==> src/rtl/uart_rx.sv <==
// uart_rx: oversampling UART receiver, LSB first, one stop bit checked.
// Define UART_RX_SYNC_EN to put a two-flop synchronizer in front of the line sample.
module uart_rx #(
    parameter int c_clkfreq  = 100_000_000,
    parameter int c_baudrate = 10_000_000,
    parameter int c_databits = 10
) (
    input  logic                  clk,
    input  logic                  rst_n,
    input  logic                  rx_i,
    output logic [c_databits-1:0] dout_o,
    output logic                  rx_done_tick_o,
    output logic                  frame_err_o
);

    localparam int N  = c_clkfreq / c_baudrate;
    localparam int H  = N / 2;
    localparam int TW = (N > 1) ? $clog2(N) : 1;
    localparam int CW = $clog2(c_databits + 1);
    localparam int DB = c_databits;

    localparam logic [TW-1:0] T_FULL = TW'(N - 1);
    localparam logic [TW-1:0] T_HALF = TW'(H - 1);
    localparam logic [CW-1:0] C_LAST = CW'(DB - 1);

    typedef enum logic [2:0] {
        S_IDLE  = 3'd0,
        S_START = 3'd1,
        S_DATA  = 3'd2,
        S_STOP  = 3'd3,
        S_BREAK = 3'd4
    } state_t;

    state_t          state_q, state_d;
    logic [TW-1:0]   timer_q, timer_d;
    logic [CW-1:0]   cnt_q, cnt_d;
    logic [DB-1:0]   shreg_q, shreg_d;
    logic [DB-1:0]   dout_q, dout_d;
    logic            done_q, done_d;
    logic            ferr_q, ferr_d;
    logic            rs_q, rs_d;
    logic [DB:0]     shift_in;

`ifdef UART_RX_SYNC_EN
    logic [1:0]      sync_q, sync_d;

    // two-flop synchronizer ahead of the line sample
    always_ff @(posedge clk or negedge rst_n) begin
        if (!rst_n) begin
            sync_q <= 2'b11;
        end else begin
            sync_q <= sync_d;
        end
    end

    assign sync_d = {sync_q[0], rx_i};
    assign rs_d   = sync_q[1];
`else
    assign rs_d   = rx_i;
`endif

    assign shift_in = {rs_q, shreg_q};

    // next-state and output decode, all decisions on the registered sample
    always_comb begin
        state_d = state_q;
        timer_d = timer_q;
        cnt_d   = cnt_q;
        shreg_d = shreg_q;
        dout_d  = dout_q;
        done_d  = 1'b0;
        ferr_d  = 1'b0;
        case (state_q)
            S_IDLE: begin
                timer_d = '0;
                cnt_d   = '0;
                if (!rs_q) begin
                    state_d = S_START;
                end
            end
            S_START: begin
                if (timer_q == T_HALF) begin
                    timer_d = '0;
                    state_d = rs_q ? S_IDLE : S_DATA;
                end else begin
                    timer_d = timer_q + TW'(1);
                end
            end
            S_DATA: begin
                if (timer_q == T_FULL) begin
                    timer_d = '0;
                    shreg_d = shift_in[DB:1];
                    cnt_d   = cnt_q + CW'(1);
                    if (cnt_q == C_LAST) begin
                        state_d = S_STOP;
                    end
                end else begin
                    timer_d = timer_q + TW'(1);
                end
            end
            S_STOP: begin
                if (timer_q == T_FULL) begin
                    timer_d = '0;
                    cnt_d   = '0;
                    if (rs_q) begin
                        dout_d  = shreg_q;
                        done_d  = 1'b1;
                        state_d = S_IDLE;
                    end else begin
                        ferr_d  = 1'b1;
                        state_d = S_BREAK;
                    end
                end else begin
                    timer_d = timer_q + TW'(1);
                end
            end
            S_BREAK: begin
                timer_d = '0;
                cnt_d   = '0;
                if (rs_q) begin
                    state_d = S_IDLE;
                end
            end
            default: begin
                timer_d = '0;
                cnt_d   = '0;
                state_d = S_IDLE;
            end
        endcase
    end

    // receiver state, line sample and registered outputs
    always_ff @(posedge clk or negedge rst_n) begin
        if (!rst_n) begin
            state_q <= S_IDLE;
            timer_q <= '0;
            cnt_q   <= '0;
            shreg_q <= '0;
            dout_q  <= '0;
            done_q  <= 1'b0;
            ferr_q  <= 1'b0;
            rs_q    <= 1'b1;
        end else begin
            state_q <= state_d;
            timer_q <= timer_d;
            cnt_q   <= cnt_d;
            shreg_q <= shreg_d;
            dout_q  <= dout_d;
            done_q  <= done_d;
            ferr_q  <= ferr_d;
            rs_q    <= rs_d;
        end
    end

    assign dout_o         = dout_q;
    assign rx_done_tick_o = done_q;
    assign frame_err_o    = ferr_q;

endmodule

==> config.mk <==
export PLATFORM = sky130hd
export DESIGN_NAME = uart_rx
export DESIGN_NICKNAME = d
export VERILOG_FILES = /design/src/rtl/uart_rx.sv
export SDC_FILE = /design/constraint.sdc
export NUM_CORES = 1
export LEC_CHECK = 0
export ABC_AREA = 1
export BUFFER_PORTS_ARGS = -buffer_cell sky130_fd_sc_hd__buf_2
export CELL_PAD_IN_SITES_DETAIL_PLACEMENT = 0
export CELL_PAD_IN_SITES_GLOBAL_PLACEMENT = 1
export CORE_MARGIN = 1.5
export CORE_UTILIZATION = 35
export DETAILED_ROUTE_END_ITERATION = 7
export HOLD_SLACK_MARGIN = 0.12
export PLACE_DENSITY_LB_ADDON = 0.1
export SYNTH_ARGS = -nofsm -noshare
export SYNTH_HDL_FRONTEND = slang
export SYNTH_SLANG_ARGS = --single-unit
==> constraint.sdc <==
create_clock -name clk -period 1.2 [get_ports clk]
set_input_delay 0.3 -clock clk [delete_from_list [all_inputs] [get_ports clk]]
set_output_delay 0.3 -clock clk [all_outputs]
set_load 0.02 [all_outputs]
==> results of run 1 <==
cell usage in the layout (no fill, tap or decap), types with 6 or more instances in the layout:
cell / n
o21ai_2: 9
buf_4: 19
inv_2: 6
nand2_2: 15
buf_2: 14
nand3_1: 8
dfrtp_1: 31
nand2_4: 9
inv_1: 17
nand2_1: 23
o21ai_1: 13
nor2_1: 7
flip-flops by register name, indices dropped and copies added (netlist names):
register / flops
rs_q: 1
shreg_q: 10
timer_q: 4
state_q: 3
dout_o: 10
frame_err_o: 1
rx_done_tick_o: 1
cnt_q: 4
power by group:
part	switching, W	internal, W	leakage (nW)
combinational	0.000711	0.000601	0.563
clock	0.000447	0.000832	0.0683
sequential	0.000106	0.00122	0.464
total	0.00126	0.00266	1.09
cell type report:
class	count	share of cell area, %
Tap cell	52	2.79
Multi-Input combinational cell	110	34.5
Inverter	25	4.18
Clock inverter	3	2.95
Sequential cell	34	36.6
Clock buffer	5	2.95
Timing Repair Buffer	42	15.9
stage by stage:
step / setup slack, ns / instances / cell area (um2) / hold slack (ns)
2_1_floorplan: -0.0676 / 173 / 1590 / 0.00441
3_3_place_gp: -0.0924 / 254 / 1860 / 0.271
3_5_place_dp: -0.152 / 254 / 1860 / 0.277
4_1_cts: -0.118 / 268 / 2090 / 0.480
5_1_grt: -0.230 / 271 / 2330 / 0.504
6_report: -0.119 / 271 / 2330 / 0.475
worst min path at each step:
| stage | from | to | slack [ns] | cells after the start |
|---|---|---|---|---|
| 2_1_floorplan | rst_n | cnt_q[0] | 0.004 | 0 |
| 3_3_place_gp | rst_n | dout_o[3] | 0.27 | 2 |
| 3_5_place_dp | rst_n | dout_o[4] | 0.28 | 2 |
| 4_1_cts | dout_o[0] | dout_o[0] | 0.48 | 2 |
| 5_1_grt | rst_n | shreg_q[2] | 0.50 | 3 |
| 6_report | dout_o[0] | dout_o[0] | 0.48 | 2 |
worst reg2reg max path: cells and delay by family (launching register included):
| kind | cells | cell delay (ns) |
|---|---|---|
| buffers and inverters | 4 | 0.40 |
| DFF | 1 | 0.39 |
| and+or+nand+nor | 4 | 0.27 |
| adders and majority gates | 1 | 0.14 |
layer usage:
metal | global-route usage [%] | vias to the layer above | share of wire (%)
li1 | - | 637 | -
met1 | 20.6 | 590 | 48
met2 | 24.1 | 16 | 47
met3 | 4.76 | 7 | 3.0
met4 | 6.41 | 0 | 1.9
met5 | 0 | - | 0
what timing repair did:
action                                 4_1_cts  5_1_grt
endpoints found under the hold margin       34        0
hold buffers                                 2        0
setup buffers                                3        2
resized for setup                            9       52
cloned                                       1        1
pin swaps                                    2       13
setup endpoints to repair                   31       33
kinds of logic (layout without fill, tap and decap cells):
family,after synthesis,in the layout,synth area share [%]
fa+ha+maj,5,5,3.97
xor+xnor,2,2,1.11
compound gates,26,26,9.92
flops,34,34,54.0
simple gates,77,77,22.1
buf+inv,29,75,8.89
==> key figures, run 1 <==
Die
  – Ports: 15
  – Core Area: 4350 um2
  – Row count: 24
  – Die area: 4920 um2
  – Starting density of the core: 36.2%
  – Die X: 70.1 um
  – Die H: 70.1 um

Drt
  – Routed vias: 1250
  – DRT Wirelength: 3390 um
  – DRC viols: 0
  – Router iterations before antenna repair: 4
  – ANT nets after route: 0
  – Wire length per cell: 12.5 um
  – Routed vias/inst: 4.61
  – DRT iter0 DRCs: 16

STA
  – Final WS setup: -0.119 ns
  – Post-Route Setup TNS: -2.85 ns
  – Actual slew at the worst max-slew pin: 0.264 ns
  – Tmin final: 1.32 ns
  – Final Hold Fails: 0
  – Final period util: 110%
  – Relative slew slack: 82.3%
  – Setup repair after global routing missed its margin: yes
  – Clock Skews: 0.00657 ns
  – Max Clk Rate: 0.758 GHz
  – Final setup viols: 30
  – Max-slew violations: 0

Setup path
  – Crit. End Element: flop
  – Worst path bufs/invs: 4
  – Arr. time, crit path: 1.49 ns
  – RR Startpoint: timer_q[1]
  – Worst Setup EP: timer_q[3]
  – Cell Chain, Critical Path: inv_2 -> ha_4 -> buf_4 -> nand3_4 -> nand2_4 -> nand2_4 -> inv_4 -> buf_8 -> nor2_4
  – Required time worst endpoint: 1.38 ns
  – R2R cell count: 9
  – Crit path max-delay family: buffers and inverters
  – CP max-delay cell: dfrtp_1
  – Max stage delay on crit path: 0.39 ns
  – Crit path launch type: flop
  – Most used cell, CP: nand2_4
  – CP Class: reg -> reg
  – R2R Setup Slk: -0.12 ns
  – Reg2Reg Capture Point: timer_q[3]
  – Critical path fanouts, max: 4
  – Crit path depth: 9
  – Setup crit start: timer_q[1]

Logic synthesis
  – Synth area leaders: dfrtp_1 (52%), nand2_1 (9.5%), inv_1 (4.5%), o21ai_1 (4.4%), ha_1 (4.0%)
  – Syn Inst Count: 173
  – #FFs+latches synth: 34
  – Post-Syn Area: 1580 um2
  – Asr flop ratio synth: 100%
  – Area leader, netlist: dfrtp_1
  – Main synth FF type: dfrtp_1
  – Unique masters post-synth: 23
  – Top-count cell post-synth: nand2_1
  – Synth cell count leaders: nand2_1 (40), dfrtp_1 (33), inv_1 (19)
  – Share of the synthesized area in the top cell type: 52.4%
  – Sequential share of the synthesized area: 54.0%
  – Syn_nets: 181
  – Yosys warning total: 0
  – Number of flops mapped to enable cells by yosys: 0
  – Average size of a mapped cell: 9.11 um2

Finish
  – FF/Latch Area: 855 um2
  – Proportion of layout cells with a drive suffix above 1: 51.1%
  – Final-stage net count: 226
  – Ant diodes: 0
  – Final Core Density: 53.6%
  – Multi-input logic area: 806 um2
  – Fillers: 386
  – Layout area overhead: 47.9%

Power
  – Leakage power: 1.09 nW
  – Power Dens Cells: 1680 nW/um2
  – Pwr Total: 0.00392 W
  – VDD IR max: 0.000725 V

Worst hold path
  – Hold Crit Class: reg -> reg

Clock tree
  – Clock Path Buffers: 2
  – H-tree levels: 2
  – CTS tree: built
  – TritonCTS buffer count: 5
  – Clock sinks: 34
  – Worst-path clk slew: 0.07 ns
  – CTS Root Cell: clkbuf_8
  – Worst skew pair latency: 0.29 ns

Global routing
  – Initial antenna violation count: 0
  – Total Routing Usage GR: 15.7%
  – Global-route wire length before repair: 5990 um
  – Pin count of the biggest net entering global routing: 35
  – Gr ovfl total: 0
  – Vias in the first global route: 1267

Placed design
  – IO buf count: 14
  – RD Place Congestion: 0.827
  – Detail Placement HPWL: 2150 um

Flow run
  – Max-cap viol count: 0

Run status
  – Failing checks: negative setup slack
  – Status: complete, but fails checks
Power figures use the tool's default switching activity.
==> run 2: changes to the inputs <==
--- a/config.mk
+++ b/config.mk
@@ -14,6 +14,7 @@
 export DETAILED_ROUTE_END_ITERATION = 7
 export HOLD_SLACK_MARGIN = 0.12
 export PLACE_DENSITY_LB_ADDON = 0.1
+export SKIP_CTS_REPAIR_TIMING = 1
 export SYNTH_ARGS = -nofsm -noshare
 export SYNTH_HDL_FRONTEND = slang
 export SYNTH_SLANG_ARGS = --single-unit
==> run 2 against run 1 <==
  * First-iteration DRC count up 50%
  * Sequential cell count unchanged
  * Clock power about the same
  * Via count down 2.6%
  * Maximum frequency up 3.1%
  * Critical endpoint is now dout_o[8]
  * Final cell count down 1.5%
  * Sequential power about the same
  * Clock skew down 0.00059 ns
  * Combinational power down 25%
  * Non-clock buffer count down 4
  * The flow still finishes with violations (negative setup slack)
  * Power down 8.2%
  * Cell area down 8.4%
==> key figures, run 2 (synthesis gave the netlist of run 1 again) <==
Clock tree
  – CTS tree: built
  – Clock Path Buffers: 2 (unchanged)
  – TritonCTS buffer count: 5 (unchanged)
  – Clock sinks: 34 (unchanged)
  – Worst skew pair latency: 0.29 ns (about the same)
  – CTS Root Cell: clkbuf_8
  – Worst-path clk slew: 0.07 ns (about the same)
  – H-tree levels: 2 (unchanged)

Drt
  – Wire length per cell: 11.8 um (-5.8%)
  – Routed vias/inst: 4.56 (-1.1%)
  – DRT iter0 DRCs: 24 (+8)
  – DRT Wirelength: 3140 um (-7.2%)
  – Router iterations before antenna repair: 4 (unchanged)
  – DRC viols: 0 (unchanged)
  – Routed vias: 1218 (-2.6%)
  – ANT nets after route: 0 (unchanged)

STA
  – Relative slew slack: 84.5% (+2.2 points)
  – Final setup viols: 29 (-3.3%)
  – Actual slew at the worst max-slew pin: 0.233 ns (-0.0314 ns)
  – Max-slew violations: 0 (unchanged)
  – Clock Skews: 0.00598 ns (-0.000590 ns)
  – Final Hold Fails: 0 (unchanged)
  – Setup repair after global routing missed its margin: yes
  – Final WS setup: -0.0789 ns (+0.0397 ns)
  – Final period util: 107% (-3.3 points)
  – Max Clk Rate: 0.782 GHz (+3.1%)
  – Tmin final: 1.28 ns (-0.0397 ns)

Setup path
  – Critical path fanouts, max: 20 (+16)
  – Worst path bufs/invs: 2 (-2)
  – Arr. time, crit path: 1.46 ns (-0.03 ns)
  – Required time worst endpoint: 1.38 ns (about the same)
  – CP max-delay cell: dfrtp_1
  – Crit. End Element: flop
  – Crit path launch type: flop
  – Crit path max-delay family: flip-flops
  – Max stage delay on crit path: 0.39 ns (about the same)
  – Cell Chain, Critical Path: inv_2 -> ha_4 -> nand2_4 -> nor2_4 -> nand3_2 -> buf_12 -> nand2_1 -> o21ai_1
  – CP Class: reg -> reg

Finish
  – Fillers: 413 (+7.0%)
  – Final-stage net count: 222 (-1.8%)
  – Proportion of layout cells with a drive suffix above 1: 46.0% (-5.1 points)
  – Ant diodes: 0 (unchanged)
  – Commonest cells after routing, fill and taps aside: dfrtp_1 (31), nand2_1 (26), nand2_2 (20)
  – Commonest non-fill, non-tap cell in the layout: dfrtp_1
  – Layout area overhead: 35.5%
  – Finished Layout Cells: 267 (-1.5%)

Power
  – VDD IR max: 0.000618 V (-15%)
  – Pwr Total: 0.00360 W (-8.2%)
  – Power Dens Cells: 1690 nW/um2 (+0.25%)
  – Leakage power: 1.02 nW (-6.4%)

Global routing
  – Initial antenna violation count: 0 (unchanged)
  – Gr ovfl total: 0 (unchanged)
  – Pin count of the biggest net entering global routing: 35 (unchanged)
  – Global-route wire length before repair: 5630 um (-6.0%)
  – Vias in the first global route: 1211 (-4.4%)
  – Total Routing Usage GR: 14.7% (-1.0 points)

Placed design
  – RD Place Congestion: 0.827 (unchanged)
  – Pre-CTS WS: -0.152 ns (unchanged)
  – Cell total after placement: 254 (unchanged)
  – Detail Placement HPWL: 2150 um (unchanged)
  – IO buf count: 14 (unchanged)

Die
  – Starting density of the core: 36.2% (unchanged)
  – Row count: 24 (unchanged)
  – Die X: 70.1 um (unchanged)
  – Ports: 15 (unchanged)
  – Die area: 4920 um2 (unchanged)
  – Die H: 70.1 um (unchanged)
  – Core Area: 4350 um2 (unchanged)

Run status
  – Status: complete, but fails checks
  – Failing checks: negative setup slack

Flow run
  – Max-cap viol count: 0 (unchanged)

Worst hold path
  – Hold Crit Class: reg -> reg
==> run 2: path summary, 6_finish.rpt <==
path	startpoint	endpoint	slack [ns]	depth (start not counted)
max	timer_q[1]	dout_o[8]	-0.08	8
min	dout_o[0]	dout_o[0]	0.48	2
max reg2reg	timer_q[1]	dout_o[8]	-0.08	8
min reg2reg	dout_o[0]	dout_o[0]	0.48	2
max in group asynchronous	rst_n	rs_q	0.46	3
min in group asynchronous	rst_n	dout_o[3]	0.49	3
==> run 2: through the flow <==
stage / instance area [um2] / util [%] / hold slack, ns / setup TNS [ns]
2_1_floorplan: 1590 / - / 0.00441 / -0.886
3_3_place_gp: 1860 / 42.6 / 0.271 / -1.94
3_5_place_dp: 1860 / 42.6 / 0.277 / -3.12
4_1_cts: 1990 / 45.8 / -0.0454 / -3.64
5_1_grt: 2140 / 49.1 / 0.505 / -4.21
6_report: 2140 / 49.1 / 0.476 / -1.55
==> run 2: area by class of cell <==
class	count	area, um2	area share (%)
repair buffers	38	297	13.9
clock inverters	3	68.8	3.22
inverters	25	95.1	4.45
clock buffers	5	68.8	3.22
well taps	52	65.1	3.05
multi-input cells	110	687	32.2
flip-flops and latches	34	855	40.0
==> run 2: worst reg2reg max path, delay by kind of cell, from the launching register on <==
kind                       cells  cell delay, ns
buffers and inverters          2            0.25
and+or+nand+nor                4            0.33
adders and majority gates      1            0.15
AOI/OAI and AO/OA              1            0.06
DFF                            1            0.39
==> run 2: power breakdown <==
| part | total [W] | internal (W) | switching [W] | leakage (nW) |
|---|---|---|---|---|
| combinational | 0.000987 | 0.000465 | 0.000522 | 0.493 |
| sequential | 0.00133 | 0.00122 | 0.000105 | 0.464 |
| clock | 0.00128 | 0.000832 | 0.000451 | 0.0683 |
| total | 0.00360 | 0.00252 | 0.00108 | 1.02 |
==> run 2: routing by layer <==
layer / part of all wire, % / vias up / track usage (%)
met4: 2.2 / 0 / 5.77
li1: - / 621 / -
met5: 0 / - / 0
met2: 45 / 16 / 22.3
met3: 3.5 / 6 / 4.76
met1: 50 / 575 / 19.4
==> run 3: changes to the inputs <==
--- a/config.mk
+++ b/config.mk
@@ -9,6 +9,7 @@
 export BUFFER_PORTS_ARGS = -buffer_cell sky130_fd_sc_hd__buf_2
 export CELL_PAD_IN_SITES_DETAIL_PLACEMENT = 0
 export CELL_PAD_IN_SITES_GLOBAL_PLACEMENT = 1
+export CORE_ASPECT_RATIO = 1.1
 export CORE_MARGIN = 1.5
 export CORE_UTILIZATION = 35
 export DETAILED_ROUTE_END_ITERATION = 7
==> run 3 against run 2 <==
  * The flow still finishes with violations (negative setup slack)
  * Hold slack lost 0.0048 ns
  * Via count grew 0.25%
  * Clock power fell by 32%
  * Register-to-register slack got worse by 0.06 ns
  * Power shrank 14%
  * Utilization increased by 0.95 points
  * Non-clock buffer count is 1 higher
  * Global-route usage fell by 0.48 points
  * Clock skew fell by 0.00094 ns
  * Final cell count up 1.1%
  * Critical path depth unchanged
  * Die area about the same
  * Critical endpoint is now dout_o[3]
  * Largest power group unchanged
==> key figures, run 3 (synthesis gave the netlist of run 1 again) <==
Run status
  – Status: complete, but fails checks
  – Failing checks: negative setup slack

Die
  – Die area: 4920 um2 (about the same)
  – Core Area: 4320 um2 (-0.86%)
  – Starting density of the core: 36.5% (+0.31 points)
  – Ports: 15 (unchanged)
  – Die X: 67.0 um (-4.5%)
  – Die H: 73.4 um (+4.7%)
  – Row count: 25 (+4.2%)

Setup path
  – Crit. End Element: flop
  – Critical path fanouts, max: 20 (unchanged)
  – Crit path launch type: flop
  – Arr. time, crit path: 1.51 ns (+0.05 ns)
  – CP Class: reg -> reg
  – Required time worst endpoint: 1.37 ns (about the same)

STA
  – Setup repair after global routing missed its margin: yes
  – Max Clk Rate: 0.747 GHz (-4.5%)
  – Hold slack: 0.471 ns (-0.00479 ns)
  – Final setup viols: 31 (+6.9%)
  – Final WS setup: -0.139 ns (-0.0605 ns)
  – Post-Route Setup TNS: -3.19 ns (-1.63 ns)
  – Actual slew at the worst max-slew pin: 0.412 ns (+0.179 ns)
  – Relative slew slack: 72.6% (-12 points)
  – Final period util: 112% (+5.0 points)
  – Final Hold Fails: 0 (unchanged)
  – Clock Skews: 0.00504 ns (-0.000939 ns)
  – Tmin final: 1.34 ns (+0.0605 ns)
  – Max-slew violations: 0 (unchanged)

Finish
  – Commonest cells after routing, fill and taps aside: dfrtp_1 (32), nand2_1 (27), inv_1 (18)
  – Multi-input logic area: 704 um2 (+2.6%)
  – Commonest non-fill, non-tap cell in the layout: dfrtp_1
  – Fillers: 420 (+1.7%)
  – Ant diodes: 0 (unchanged)
  – Finished Layout Cells: 270 (+1.1%)
  – Final-stage net count: 223 (+0.45%)
  – FF/Latch Area: 853 um2 (-0.15%)
  – Layout area overhead: 36.9%
  – Proportion of layout cells with a drive suffix above 1: 43.1% (-3.0 points)

Drt
  – DRT Wirelength: 3120 um (-0.80%)
  – DRT iter0 DRCs: 51 (+110%)
  – Routed vias/inst: 4.52 (-0.87%)
  – Routed vias: 1221 (+0.25%)
  – Router iterations before antenna repair: 4 (unchanged)
  – ANT nets after route: 0 (unchanged)
  – Wire length per cell: 11.5 um (-1.9%)
  – DRC viols: 0 (unchanged)

Global routing
  – Total Routing Usage GR: 14.2% (-0.48 points)
  – Vias in the first global route: 1225 (+1.2%)
  – Gr ovfl total: 0 (unchanged)
  – Pin count of the biggest net entering global routing: 22 (-37%)
  – Global-route wire length before repair: 5130 um (-8.8%)
  – Initial antenna violation count: 0 (unchanged)

Placed design
  – Cell total after placement: 255 (+0.39%)
  – Detail Placement HPWL: 2120 um (-1.2%)
  – Pre-CTS WS: -0.145 ns (+0.00670 ns)
  – RD Place Congestion: 0.785 (-5.0%)
  – IO buf count: 14 (unchanged)

Worst hold path
  – Hold Crit Class: in -> async

Power
  – VDD IR max: 0.00117 V (+89%)
  – Leakage power: 1.05 nW (+2.3%)
  – Pwr Total: 0.00310 W (-14%)
  – Power Dens Cells: 1440 nW/um2 (-15%)

Clock tree
  – Clock Path Buffers: 2 (unchanged)
  – Worst skew pair latency: 0.28 ns (about the same)
  – TritonCTS buffer count: 5 (unchanged)
  – Worst-path clk slew: 0.07 ns (about the same)
  – CTS tree: built
  – H-tree levels: 2 (unchanged)
  – CTS Root Cell: clkbuf_8
  – Clock sinks: 34 (unchanged)

Flow run
  – Max-cap viol count: 0 (unchanged)
==> run 3: changes by cell type in the layout (fill, tap and decap cells not counted), moves of 2 or more <==
cell	change
o21ai_1	+2
bufinv_16	-2
clkbuf_16	+2
inv_1	+2
inv_2	-2
ha_1	+2
ha_4	-2
buf_4	-2
nand2_2	-11
nand2_4	+10
o21ai_0	-3
==> run 3: report_power, final <==
part           internal, W  switching [W]
clock             0.000461       0.000414
sequential         0.00122       0.000100
combinational     0.000406       0.000496
==> run 3: worst max-delay path: stages, from the launching register on <==
cell and delay (ns):
dfrtp_1 0.39, inv_2 0.08, ha_4 0.14, nand2_4 0.05, nor2_4 0.16, nand3_2 0.11
buf_12 0.17, nand2_1 0.06, o21ai_1 0.05
==> run 3: path summary, 6_finish.rpt <==
kind	from	end	slack [ns]	cells past startpoint
setup / recovery	timer_q[1]	dout_o[3]	-0.14	8
hold / removal	rst_n	shreg_q[5]	0.47	2
setup reg to reg	timer_q[1]	dout_o[3]	-0.14	8
hold reg to reg	dout_o[0]	dout_o[0]	0.47	2
max in group asynchronous	rst_n	cnt_q[3]	0.29	3
min in group clk	dout_o[0]	dout_o[0]	0.47	2
==> run 3: area by class of cell <==
| type | instances | share of cell area (%) |
|---|---|---|
| Clock buffer | 6 | 3.83 |
| Clock inverter | 2 | 0.580 |
| Inverter | 25 | 4.41 |
| Multi-Input combinational cell | 110 | 32.6 |
| Sequential cell | 34 | 39.5 |
| Tap cell | 54 | 3.13 |
| Timing Repair Buffer | 39 | 15.9 |
==> run 3: layer usage <==
metal	vias to the layer above	global-route usage, %	wire (um)
met4	0	7.48	68
met5	-	0	0
met3	5	4.59	112
met1	576	16.2	1300
li1	621	-	-
met2	19	23.6	1630
==> run 3: per-stage QoR <==
| step | cell area (um2) | util [%] |
|---|---|---|
| floorplan | 1590 | - |
| global placement | 1850 | 42.9 |
| finish | 2160 | 50.0 |
| CTS | 1950 | 45.1 |
| detailed placement | 1850 | 42.9 |
| global route | 2160 | 50.0 |
